==> config.mk <==
export PLATFORM = sky130hd
export DESIGN_NAME = cipher_frame_tx
export DESIGN_NICKNAME = d
export VERILOG_FILES = /design/src/rtl/cipher_frame_tx.sv
export SDC_FILE = /design/constraint.sdc
export NUM_CORES = 1
export LEC_CHECK = 0
export CORE_UTILIZATION = 51
export DETAILED_ROUTE_END_ITERATION = 8
export PLACE_DENSITY = 0.7
export SYNTH_ARGS = -nofsm -noshare
export SYNTH_HDL_FRONTEND = slang
export SYNTH_SLANG_ARGS = --single-unit
==> constraint.sdc <==
create_clock -name clk -period 4.8 [get_ports clk]
set_clock_uncertainty 0.2 [all_clocks]
set_input_delay 0.72 -clock clk [delete_from_list [all_inputs] [get_ports clk]]
set_output_delay 0.72 -clock clk [all_outputs]
set_load 0.01 [all_outputs]
==> src/rtl/cipher_frame_tx.sv <==
//------------------------------------------------------------------------------
// Module   : cipher_frame_tx
// Brief    : Queues {index,data} entries from an upstream cipher and transmits
//            each as a 14-bit serial frame with even parity.
// Revision : 1.0
//------------------------------------------------------------------------------
`default_nettype none

module cipher_frame_tx #(
    parameter int CLKS_PER_BIT = 4,
    parameter int FIFO_DEPTH   = 4
) (
    input  logic       clk,
    input  logic       rst,
    input  logic       in_valid,
    input  logic [7:0] in_data,
    input  logic [2:0] in_index,
    output logic       in_ready,
    output logic       tx_out,
    output logic       busy
);

    localparam int c_PTR_W = (FIFO_DEPTH > 1) ? $clog2(FIFO_DEPTH) : 1;
    localparam int c_CYC_W = (CLKS_PER_BIT > 1) ? $clog2(CLKS_PER_BIT) : 1;
    localparam int c_CNT_W = c_PTR_W + 1;

    localparam logic [c_CYC_W-1:0] c_CYC_LAST = c_CYC_W'(CLKS_PER_BIT - 1);
    localparam logic [c_CYC_W-1:0] c_CYC_ONE  = c_CYC_W'(1);
    localparam logic [c_PTR_W-1:0] c_PTR_ONE  = c_PTR_W'(1);
    localparam logic [c_CNT_W-1:0] c_CNT_ONE  = c_CNT_W'(1);
    localparam logic [c_CNT_W-1:0] c_DEPTH    = c_CNT_W'(FIFO_DEPTH);
    localparam logic [3:0]         c_BIT_LAST = 4'd13;

    typedef enum logic [0:0] {
        IDLE  = 1'b0,
        SHIFT = 1'b1
    } state_t;

    state_t               r_state;
    state_t               w_state_nxt;
    logic [10:0]          r_mem [FIFO_DEPTH];
    logic [c_PTR_W-1:0]   r_wr_ptr;
    logic [c_PTR_W-1:0]   r_rd_ptr;
    logic [c_CNT_W-1:0]   r_count;
    logic [c_CYC_W-1:0]   r_cyc;
    logic [3:0]           r_bit;
    logic [12:0]          r_shift;
    logic                 r_tx;

    logic                 w_push;
    logic                 w_load;
    logic                 w_fifo_nempty;
    logic                 w_bit_end;
    logic                 w_frame_end;
    logic [10:0]          w_head;
    logic [12:0]          w_frame_rest;

    assign in_ready      = (r_count != c_DEPTH);
    assign w_push        = in_valid & in_ready;
    assign w_fifo_nempty = (r_count != '0);
    assign w_bit_end     = (r_cyc == c_CYC_LAST);
    assign w_frame_end   = w_bit_end & (r_bit == c_BIT_LAST);
    assign w_head        = r_mem[r_rd_ptr];

    // Remaining frame bits after the start bit, LSB transmitted first.
    assign w_frame_rest  = {1'b1, ^w_head, w_head[7:0], w_head[10:8]};

    assign tx_out = r_tx;
    assign busy   = (r_state == SHIFT) | w_fifo_nempty;

    always_ff @(posedge clk) begin
        if (rst) begin
            r_state <= IDLE;
        end else begin
            r_state <= w_state_nxt;
        end
    end

    always_comb begin
        w_state_nxt = r_state;
        w_load      = 1'b0;
        case (r_state)
            IDLE: begin
                if (w_fifo_nempty) begin
                    w_load      = 1'b1;
                    w_state_nxt = SHIFT;
                end
            end
            SHIFT: begin
                if (w_frame_end) begin
                    if (w_fifo_nempty) begin
                        w_load = 1'b1;
                    end else begin
                        w_state_nxt = IDLE;
                    end
                end
            end
            default: w_state_nxt = IDLE;
        endcase
    end

    always_ff @(posedge clk) begin
        if (!rst && w_push) begin
            r_mem[r_wr_ptr] <= {in_index, in_data};
        end
    end

    always_ff @(posedge clk) begin
        if (rst) begin
            r_wr_ptr <= '0;
            r_rd_ptr <= '0;
            r_count  <= '0;
        end else begin
            if (w_push) begin
                r_wr_ptr <= r_wr_ptr + c_PTR_ONE;
            end
            if (w_load) begin
                r_rd_ptr <= r_rd_ptr + c_PTR_ONE;
            end
            case ({w_push, w_load})
                2'b10:   r_count <= r_count + c_CNT_ONE;
                2'b01:   r_count <= r_count - c_CNT_ONE;
                default: r_count <= r_count;
            endcase
        end
    end

    always_ff @(posedge clk) begin
        if (rst) begin
            r_cyc   <= '0;
            r_bit   <= '0;
            r_shift <= '1;
            r_tx    <= 1'b1;
        end else if (w_load) begin
            r_cyc   <= '0;
            r_bit   <= '0;
            r_shift <= w_frame_rest;
            r_tx    <= 1'b0;
        end else if (r_state == SHIFT) begin
            if (w_bit_end) begin
                r_cyc <= '0;
                if (r_bit == c_BIT_LAST) begin
                    r_bit <= '0;
                    r_tx  <= 1'b1;
                end else begin
                    r_bit   <= r_bit + 4'd1;
                    r_tx    <= r_shift[0];
                    r_shift <= {1'b1, r_shift[12:1]};
                end
            end else begin
                r_cyc <= r_cyc + c_CYC_ONE;
            end
        end
    end

endmodule

`default_nettype wire

==> results of run 1 <==
-- logic make-up (layout without fill, tap and decap cells) --
family / Yosys count / count (layout)
buffers and inverters: 19 / 41
DFF: 73 / 73
and+or+nand+nor: 64 / 64
AOI/OAI and AO/OA: 40 / 40
xor gates and xnor gates: 15 / 15
adders and majority gates: 7 / 7
muxes: 12 / 12
-- worst paths after layout --
kind | startpoint | endpoint | slack (ns) | depth (start not counted)
max | r_cyc[0] | r_count[2] | 1.71 | 11
max reg2reg | r_cyc[0] | r_count[2] | 1.71 | 11
min | tx_out | tx_out | 0.26 | 2
min reg2reg | tx_out | tx_out | 0.26 | 2
-- stage by stage --
stage,std cells,area [um^2],hold slack (ns),setup slack (ns)
3_5_place_dp,308,3250,0.250,1.74
5_1_grt,324,3450,0.290,1.44
2_1_floorplan,230,3050,0.235,2.08
6_report,324,3450,0.262,1.71
3_3_place_gp,308,3250,0.244,1.80
4_1_cts,324,3450,0.268,1.71
-- flip-flops by register name, summed over array words and instances (netlist names), named ones only --
signal / flops
r_state: 1
r_count: 3
r_shift: 12
r_mem: 44
r_bit: 4
r_cyc: 2
r_wr_ptr: 2
tx_out: 1
r_rd_ptr: 2
-- layer usage --
layer,part of all wire,routed length [um],vias up
met5,0,0,-
met4,0.016,76,0
met3,0.038,177,5
met2,0.47,2190,26
met1,0.48,2260,809
li1,-,-,870
-- placed cells by master (no fill, tap or decap), drive strengths merged, types with 4 or more instances in the layout --
master	netlist	routed
o21ai	6	6
a21oi	20	20
dfxtp	29	29
nor3	4	4
xor2	5	5
xnor2	9	9
a211o	11	11
nor2	14	14
clkbuf	6	9
edfxtp	44	44
inv	8	10
nand2	30	30
mux4	11	11
clkdlybuf4s50	0	16
ha	6	6
and2	4	4
-- report_power, final --
| group | total (W) | switching, W | internal [W] |
|---|---|---|---|
| Sequential | 0.000837 | 0.0000757 | 0.000761 |
| Combinational | 0.000728 | 0.000373 | 0.000355 |
| Clock | 0.000483 | 0.000240 | 0.000243 |
| Total | 0.00205 | 0.000688 | 0.00136 |
-- tightest hold or removal path, delay by kind of cell, from the launching register on --
family	cells	cell delay (ns)
and+or+nand+nor	1	0.04
DFF	1	0.31
AOI/OAI and AO/OA	1	0.06
-- layout make-up --
class,instances,share of cell area
tap,72,0.0261
multi-input combinational,138,0.307
inverter,8,0.00871
clock buffer,9,0.0359
sequential,73,0.552
timing repair buffer,17,0.0486
clock inverter,7,0.0221
==> qor.yml, run 1 <==
status: "finished, final reports clean"
start_util: 0.541
first_global_vias: 1642
p_per_area_nw_per_um2: 594
core_um2: 5640
relSlewSlack: 0.553
gp_congestion: 0.758
grtUsageMet3: 0.0720
crit_family: "adder cells"
post-route-period-util: 0.645
grt_pass1_wl_um: 7840
global_route.overflow_total: 0
io_pins: 17
root_buffer: "clkbuf_8"
syn_area_um2: 3050
drt-pass1-iter-count: 4
path_cells: "ha_1 > inv_1 > o21ai_0 > nand2_1 > inv_2 > ha_1 > inv_1 > fa_1 > xor2_1 > or3_1 > a21oi_1"
synth_fa_ha_area_frac: 0.0311
register_area_um2: 1900
synth.most_common_cell: "edfxtp_1"
ctsResizeCount: 0
synth_cell_types: 34
synth.net_count: 251
hold_class: "reg2reg"
use_met2: 0.266
fillers: 452
leakagePower_nw: 1.25
ant_nets: 0
synthXorXnorAreaFrac: 0.0524
h-tree-depth: 3
syn_to_final_growth_pct: 12.9
drv_slew: 0
crit_slowest_cell: "fa_1"
top_usage_layer: "met2"
ys_async_sr_fraction: 0
max_freq_mhz: 323
layout.nets: 268
synth_edf_count: 44
cts_tree: "done"
wl_per_cell_um: 14.5
synth-main-ff-cell: "edfxtp_1"
synth_warnings: 0
clk_pin_slew_ns: 0.08
synth-seq-cells: 73
crit_path_max_incr_delay_ns: 0.37
drcViolationCount: 0
cp_num_buf_inv: 3
routed_wl_um: 4710
synth_top_family_by_area: "simple AND/OR/NAND/NOR gates"
netlist_instances: 230
n_antenna_cell: 0
cp-start-kind: "flip-flop"
portBuffers: 16
globalRouteTotalUtil: 0.175
endpoint_kind: "flip-flop"
setup_viol: 0
antenna_found_initial: 0
ys_seq_area_frac: 0.623
rsz0062_at_grt: "false"
fp.dieArea_um2: 6300
synthMuxAreaShare: 0.0893
final_hold_viol_count: 0
vdd_ir_drop_max_v: 0.000321
cts_sinks: 73
rows: 27
arrival_ns: 3.18
numCtsBuffers: 9
num_vias: 1710
synthSimpleGateAreaFrac: 0.0930
synth_top_area_frac: 0.433
synth_compound_area_frac: 0.0807
dp_hpwl_um: 3090
crit_path_max_fanout: 19
power_w: 0.00205
grtUsageMet1: 0.222
insertion_delay_ns: 0.35
die_height_um: 79.4
cts_hold_buf: 0
period_needed_ns: 3.09
cts_post_setup_buffers_inserted: 0
synth_common_cells: "44 x edfxtp_1, 30 x nand2_1, 29 x dfxtp_1"
chipWidth_um: 79.4
maxCapViolCount: 0
required_ns: 4.88
grt_start_max_net_pins: 30
multi_input_area_um2: 1060
via_per_inst: 5.28
layout-drive-gt1-share: 0.107
final_util: 0.611
drtIter0Drc: 58
crit_type: "reg2reg"
synth_area_leaders: "edfxtp_1 43%, dfxtp_1 19%, mux4_2 5.2%, nand2_1 3.7%, mux4_1 3.4%"
synth_area_leader_cell: "edfxtp_1"
ctsLongestPathBuffers: 2
setup_tns_ns: 0
tightest_slew_ns: 0.670
postSynthAreaPerCell_um2: 13.3
Power figures use the tool's default switching activity.
==> run 2: changes to the inputs <==
--- a/config.mk
+++ b/config.mk
@@ -7,7 +7,7 @@
 export LEC_CHECK = 0
 export CORE_UTILIZATION = 51
 export DETAILED_ROUTE_END_ITERATION = 8
-export PLACE_DENSITY = 0.7
+export PLACE_DENSITY = 0.72
 export SYNTH_ARGS = -nofsm -noshare
 export SYNTH_HDL_FRONTEND = slang
 export SYNTH_SLANG_ARGS = --single-unit
==> constraint.sdc (replaced) <==
create_clock -name clk -period 2.52 [get_ports clk]
set_clock_uncertainty 0.2 [all_clocks]
set_input_delay 0.378 -clock clk [delete_from_list [all_inputs] [get_ports clk]]
set_output_delay 0.378 -clock clk [all_outputs]
set_load 0.01 [all_outputs]
==> qor.yml, run 2 (same netlist as run 1, synthesis figures left out) <==
place_ws_ns: 0.0782
p_per_area_nw_per_um2: 1170
via_per_inst: 5.38
gp_congestion: 0.731
endpoint_kind: "flip-flop"
final_hold_viol_count: 0
layout-drive-gt1-share: 0.170
post-route-period-util: 0.941
mostFrequentLayoutCells: "44 x edfxtp_1, 30 x nand2_1, 25 x dfxtp_1, 20 x a21oi_1, 16 x clkdlybuf4s50_1"
cts_post_setup_buffers_inserted: 0
ctsResizeCount: 0
setup_ws_ns: 0.149
globalRouteTotalUtil: 0.193
leakagePower_nw: 1.32
rsz0062_at_grt: "false"
crit_path_max_incr_delay_ns: 0.39
cp-start-kind: "flip-flop"
wl_per_cell_um: 15.8
n_antenna_cell: 0
grt_pass1_wl_um: 8740
max_freq_mhz: 422
start_util: 0.541
fillers: 439
drt-pass1-iter-count: 4
h-tree-depth: 3
chipWidth_um: 79.4
antenna_found_initial: 0
maxCapViolCount: 0
syn_to_final_growth_pct: 18.1
vdd_ir_drop_max_v: 0.000573
relSlewSlack: 0.718
largest_reg_flops: 44
routed_wl_um: 5320
io_pins: 17
insertion_delay_ns: 0.34
first_global_vias: 1759
grt_start_max_net_pins: 29
root_buffer: "clkbuf_8"
portBuffers: 16
largestRegisters: "r_mem (44), r_shift (12), r_bit (4)"
ctsLongestPathBuffers: 2
drtIter0Drc: 171
ff2ff_setup_slack_ns: 0.15
dp_hpwl_um: 3480
crit_type: "reg2reg"
tightest_slew_ns: 0.422
drv_slew: 0
cts_hold_buf: 0
drcViolationCount: 0
global_route.overflow_total: 0
setup_tns_ns: 0
die_height_um: 79.4
fp.dieArea_um2: 6300
setup_viol: 0
required_ns: 2.60
path_cells: "ha_4 > inv_1 > o21ai_2 > nand2_1 > inv_2 > ha_4 > inv_1 > fa_1 > xor2_1 > or3_1 > a21oi_1"
cts_tree: "done"
numCtsBuffers: 9
layout.nets: 280
period_needed_ns: 2.37
rows: 27
cts_sinks: 73
core_um2: 5640
crit_slowest_cell: "dfxtp_1"
clk_pin_slew_ns: 0.08
top_register: "r_mem"
num_vias: 1806
crit_path_max_fanout: 7
ant_nets: 0
hold_class: "reg2reg"
status: "finished, final reports clean"
arrival_ns: 2.45
final_common_cell: "edfxtp_1"
==> run 2: cell count changes in the layout (fill, tap and decap cells not counted), sizes merged <==
cell | previous run | this run
inv | 10 | 8
clkbuf | 9 | 10
clkinv | 3 | 2
buf | 1 | 13
bufinv | 1 | 3
==> run 2: power by group <==
group | switching [W] | internal [W]
sequential | 0.000117 | 0.00145
combinational | 0.000790 | 0.000769
clock | 0.000429 | 0.000653
==> run 2: critical path, delay by kind of cell (launching register included) <==
family          cells  cell delay [ns]
fa+ha+maj           3             0.69
flops               1             0.39
simple gates        2             0.39
compound gates      2             0.27
buf+inv             3             0.18
xor+xnor            1             0.16
==> run 2: path summary, 6_finish.rpt <==
check	start	endpoint	cells past startpoint
worst max-delay path	r_cyc[0]	r_count[2]	11
worst min-delay path	tx_out	tx_out	2
worst max register to register	r_cyc[0]	r_count[2]	11
worst min register to register	tx_out	tx_out	2
==> run 2: cell type report <==
type                            count  area [um^2]  share of cell area
Multi-Input combinational cell    138         1090               0.302
Sequential cell                    73         1910               0.529
Tap cell                           72         90.1              0.0250
Inverter                            8         30.0             0.00833
Timing Repair Buffer               29          258              0.0715
Clock buffer                       10          128              0.0354
Clock inverter                      6          106              0.0295
==> run 2: metal layers <==
metal,up-vias,share of wire,GRT usage,wire length [um]
met5,-,0,0,0
met4,0,0.011,0.0727,59
met3,6,0.029,0.0560,153
met2,26,0.48,0.294,2560
met1,879,0.48,0.263,2540
li1,895,-,-,-
==> run 2: through the flow <==
step	total power (W)	hold slack [ns]	instance area, um^2	std cells	utilization
global placement	0.00310	0.245	3360	320	0.596
floorplan	0.00283	0.235	3090	230	-
CTS	0.00422	0.270	3600	336	0.638
detailed placement	0.00314	0.251	3360	320	0.596
global route	0.00447	0.284	3610	336	0.639
finish	0.00421	0.268	3610	336	0.639
==> run 3: changes to the inputs <==
--- a/config.mk
+++ b/config.mk
@@ -6,7 +6,9 @@
 export NUM_CORES = 1
 export LEC_CHECK = 0
 export CORE_UTILIZATION = 51
+export CTS_BUF_LIST = sky130_fd_sc_hd__clkbuf_4
 export DETAILED_ROUTE_END_ITERATION = 8
+export GPL_TIMING_DRIVEN = 0
 export PLACE_DENSITY = 0.72
 export SYNTH_ARGS = -nofsm -noshare
 export SYNTH_HDL_FRONTEND = slang
==> qor.yml, run 3 (same netlist as run 1, synthesis figures left out) <==
drcViolationCount: 0
fin_area_um2: 3560
max_freq_mhz: 414
vdd_ir_drop_max_v: 0.000463
required_ns: 1.94
ant_nets: 0
num_vias: 1851
globalRouteTotalUtil: 0.191
gp_congestion: 0.739
drtIter0Drc: 91
final_common_cell: "edfxtp_1"
top_register: "r_mem"
status: "finished, final reports clean"
largest_reg_flops: 44
use_met2: 0.303
path_depth: 4
fp.dieArea_um2: 6300
relSlewSlack: 0.595
post_dp_cell_area_um2: 3330
tightest_slew_ns: 0.607
grtUsageMet3: 0.0640
layout-drive-gt1-share: 0.209
portBuffers: 15
grtUsageMet1: 0.246
antenna_found_initial: 0
routed_wl_um: 5190
post-route-period-util: 0.958
n_antenna_cell: 0
rr_startpoint: "r_bit[1]"
final_hold_viol_count: 0
root_buffer: "clkbuf_4"
period_needed_ns: 2.41
final_util: 0.631
die_height_um: 79.4
reg2reg_to: "r_count[2]"
top_usage_layer: "met2"
insertion_delay_ns: 0.42
layout.nets: 289
first_global_vias: 1794
endpoint: "busy"
crit_family: "simple AND/OR/NAND/NOR gates"
cts_tree: "done"
ctsLongestPathBuffers: 2
crit_start: "r_count[2]"
largestRegisters: "r_mem (44), r_shift (12), r_bit (4)"
crit_path_max_incr_delay_ns: 0.46
syn_to_final_growth_pct: 16.6
mostFrequentLayoutCells: "44 x edfxtp_1, 29 x nand2_1, 23 x dfxtp_1, 20 x a21oi_1, 15 x clkdlybuf4s50_1"
p_per_area_nw_per_um2: 1120
crit_path_max_fanout: 5
cp-start-kind: "flip-flop"
h-tree-depth: 3
via_per_inst: 5.37
drt-pass1-iter-count: 4
wl_per_cell_um: 15.0
crit_slowest_cell: "clkdlybuf4s50_1"
crit_type: "reg2out"
grt_start_max_net_pins: 14
cts_sinks: 73
drv_slew: 0
core_um2: 5640
clk_pin_slew_ns: 0.12
ff2ff_setup_slack_ns: 0.13
endpoint_kind: "primary output"
leakagePower_nw: 1.29
r2r_cells: 10
global_route.overflow_total: 0
grt_pass1_wl_um: 8760
fillers: 432
chipWidth_um: 79.4
maxCapViolCount: 0
start_util: 0.541
path_cells: "or3_4 > nor2_2 > inv_1 > clkdlybuf4s50_1"
rows: 27
setup_viol: 0
io_pins: 17
dp_hpwl_um: 3370
numCtsBuffers: 9
arrival_ns: 1.84
hold_class: "in2reg"
cp_num_buf_inv: 2
[run 3: changes by cell type in the layout (fill, tap and decap cells not counted), moves of 2 or more]
| cell | delta |
|---|---|
| clkbuf_4 | +10 |
| clkinvlp_4 | +2 |
| dfxtp_1 | -2 |
| buf_2 | +3 |
| bufinv_16 | -3 |
| clkinv_4 | +2 |
| clkbuf_8 | -8 |
| clkbuf_1 | +4 |
[run 3: per-layer routing]
layer,part of all wire,up-vias
met5,0,-
met4,0.015,0
met3,0.033,9
met2,0.48,22
met1,0.47,901
li1,-,919
[run 3: area by class of cell]
cell class	instances	area, um^2	area share
timing repair buffer	28	248	0.0695
multi-input combinational	138	1100	0.309
sequential	73	1910	0.537
clock inverter	6	43.8	0.0123
tap	72	90.1	0.0253
clock buffer	10	75.1	0.0211
inverter	8	35.0	0.00983
buffer	10	58.8	0.0165
[run 3: power breakdown]
part / internal [W] / total (W) / switching, W / leakage, nW
logic: 0.000939 / 0.00182 / 0.000883 / 0.592
registers: 0.00145 / 0.00155 / 0.0000973 / 0.642
clock network: 0.000215 / 0.000630 / 0.000415 / 0.0567
total: 0.00260 / 0.00400 / 0.00140 / 1.29
[run 3: repair_timing]
action,4_1_cts,5_1_grt
hold buffers,0,0
pin swaps,1,2
endpoints found under the hold margin,0,0
buffers inserted,3,10
resized for setup,6,9
endpoints found under the setup margin,1,2
[run 3: worst min-delay path by stage]
stage	start	endpoint	slack [ns]	cells after the start
6_report	rst	r_bit[0]	0.24	2
5_1_grt	rst	r_bit[0]	0.27	2
4_1_cts	rst	r_bit[0]	0.22	2
3_5_place_dp	r_shift[6]	r_shift[6]	0.25	1
3_3_place_gp	r_shift[4]	r_shift[4]	0.24	1
2_1_floorplan	r_shift[0]	r_shift[0]	0.24	1
[run 3: worst reg2reg max path, cell delays in order (launching register included)]
cell	delay, ns
dfxtp_4	0.38
nand4b_1	0.23
o21ai_2	0.21
nand2_2	0.12
clkinv_4	0.10
ha_4	0.13
inv_1	0.05
fa_2	0.33
xor2_1	0.15
or3_1	0.31
a21oi_1	0.14
[run 3: stage by stage]
step / hold WS [ns] / total power (W) / setup TNS [ns] / std cells / setup slack [ns]
after CTS: 0.224 / 0.00387 / 0 / 336 / 0.00257
final: 0.238 / 0.00400 / 0 / 345 / 0.106
after detailed placement: 0.251 / 0.00320 / -0.211 / 317 / -0.211
after global routing: 0.272 / 0.00430 / -0.00859 / 345 / -0.00859
after global placement: 0.244 / 0.00316 / -0.194 / 317 / -0.194
after floorplan: 0.235 / 0.00283 / 0 / 230 / 0.0227
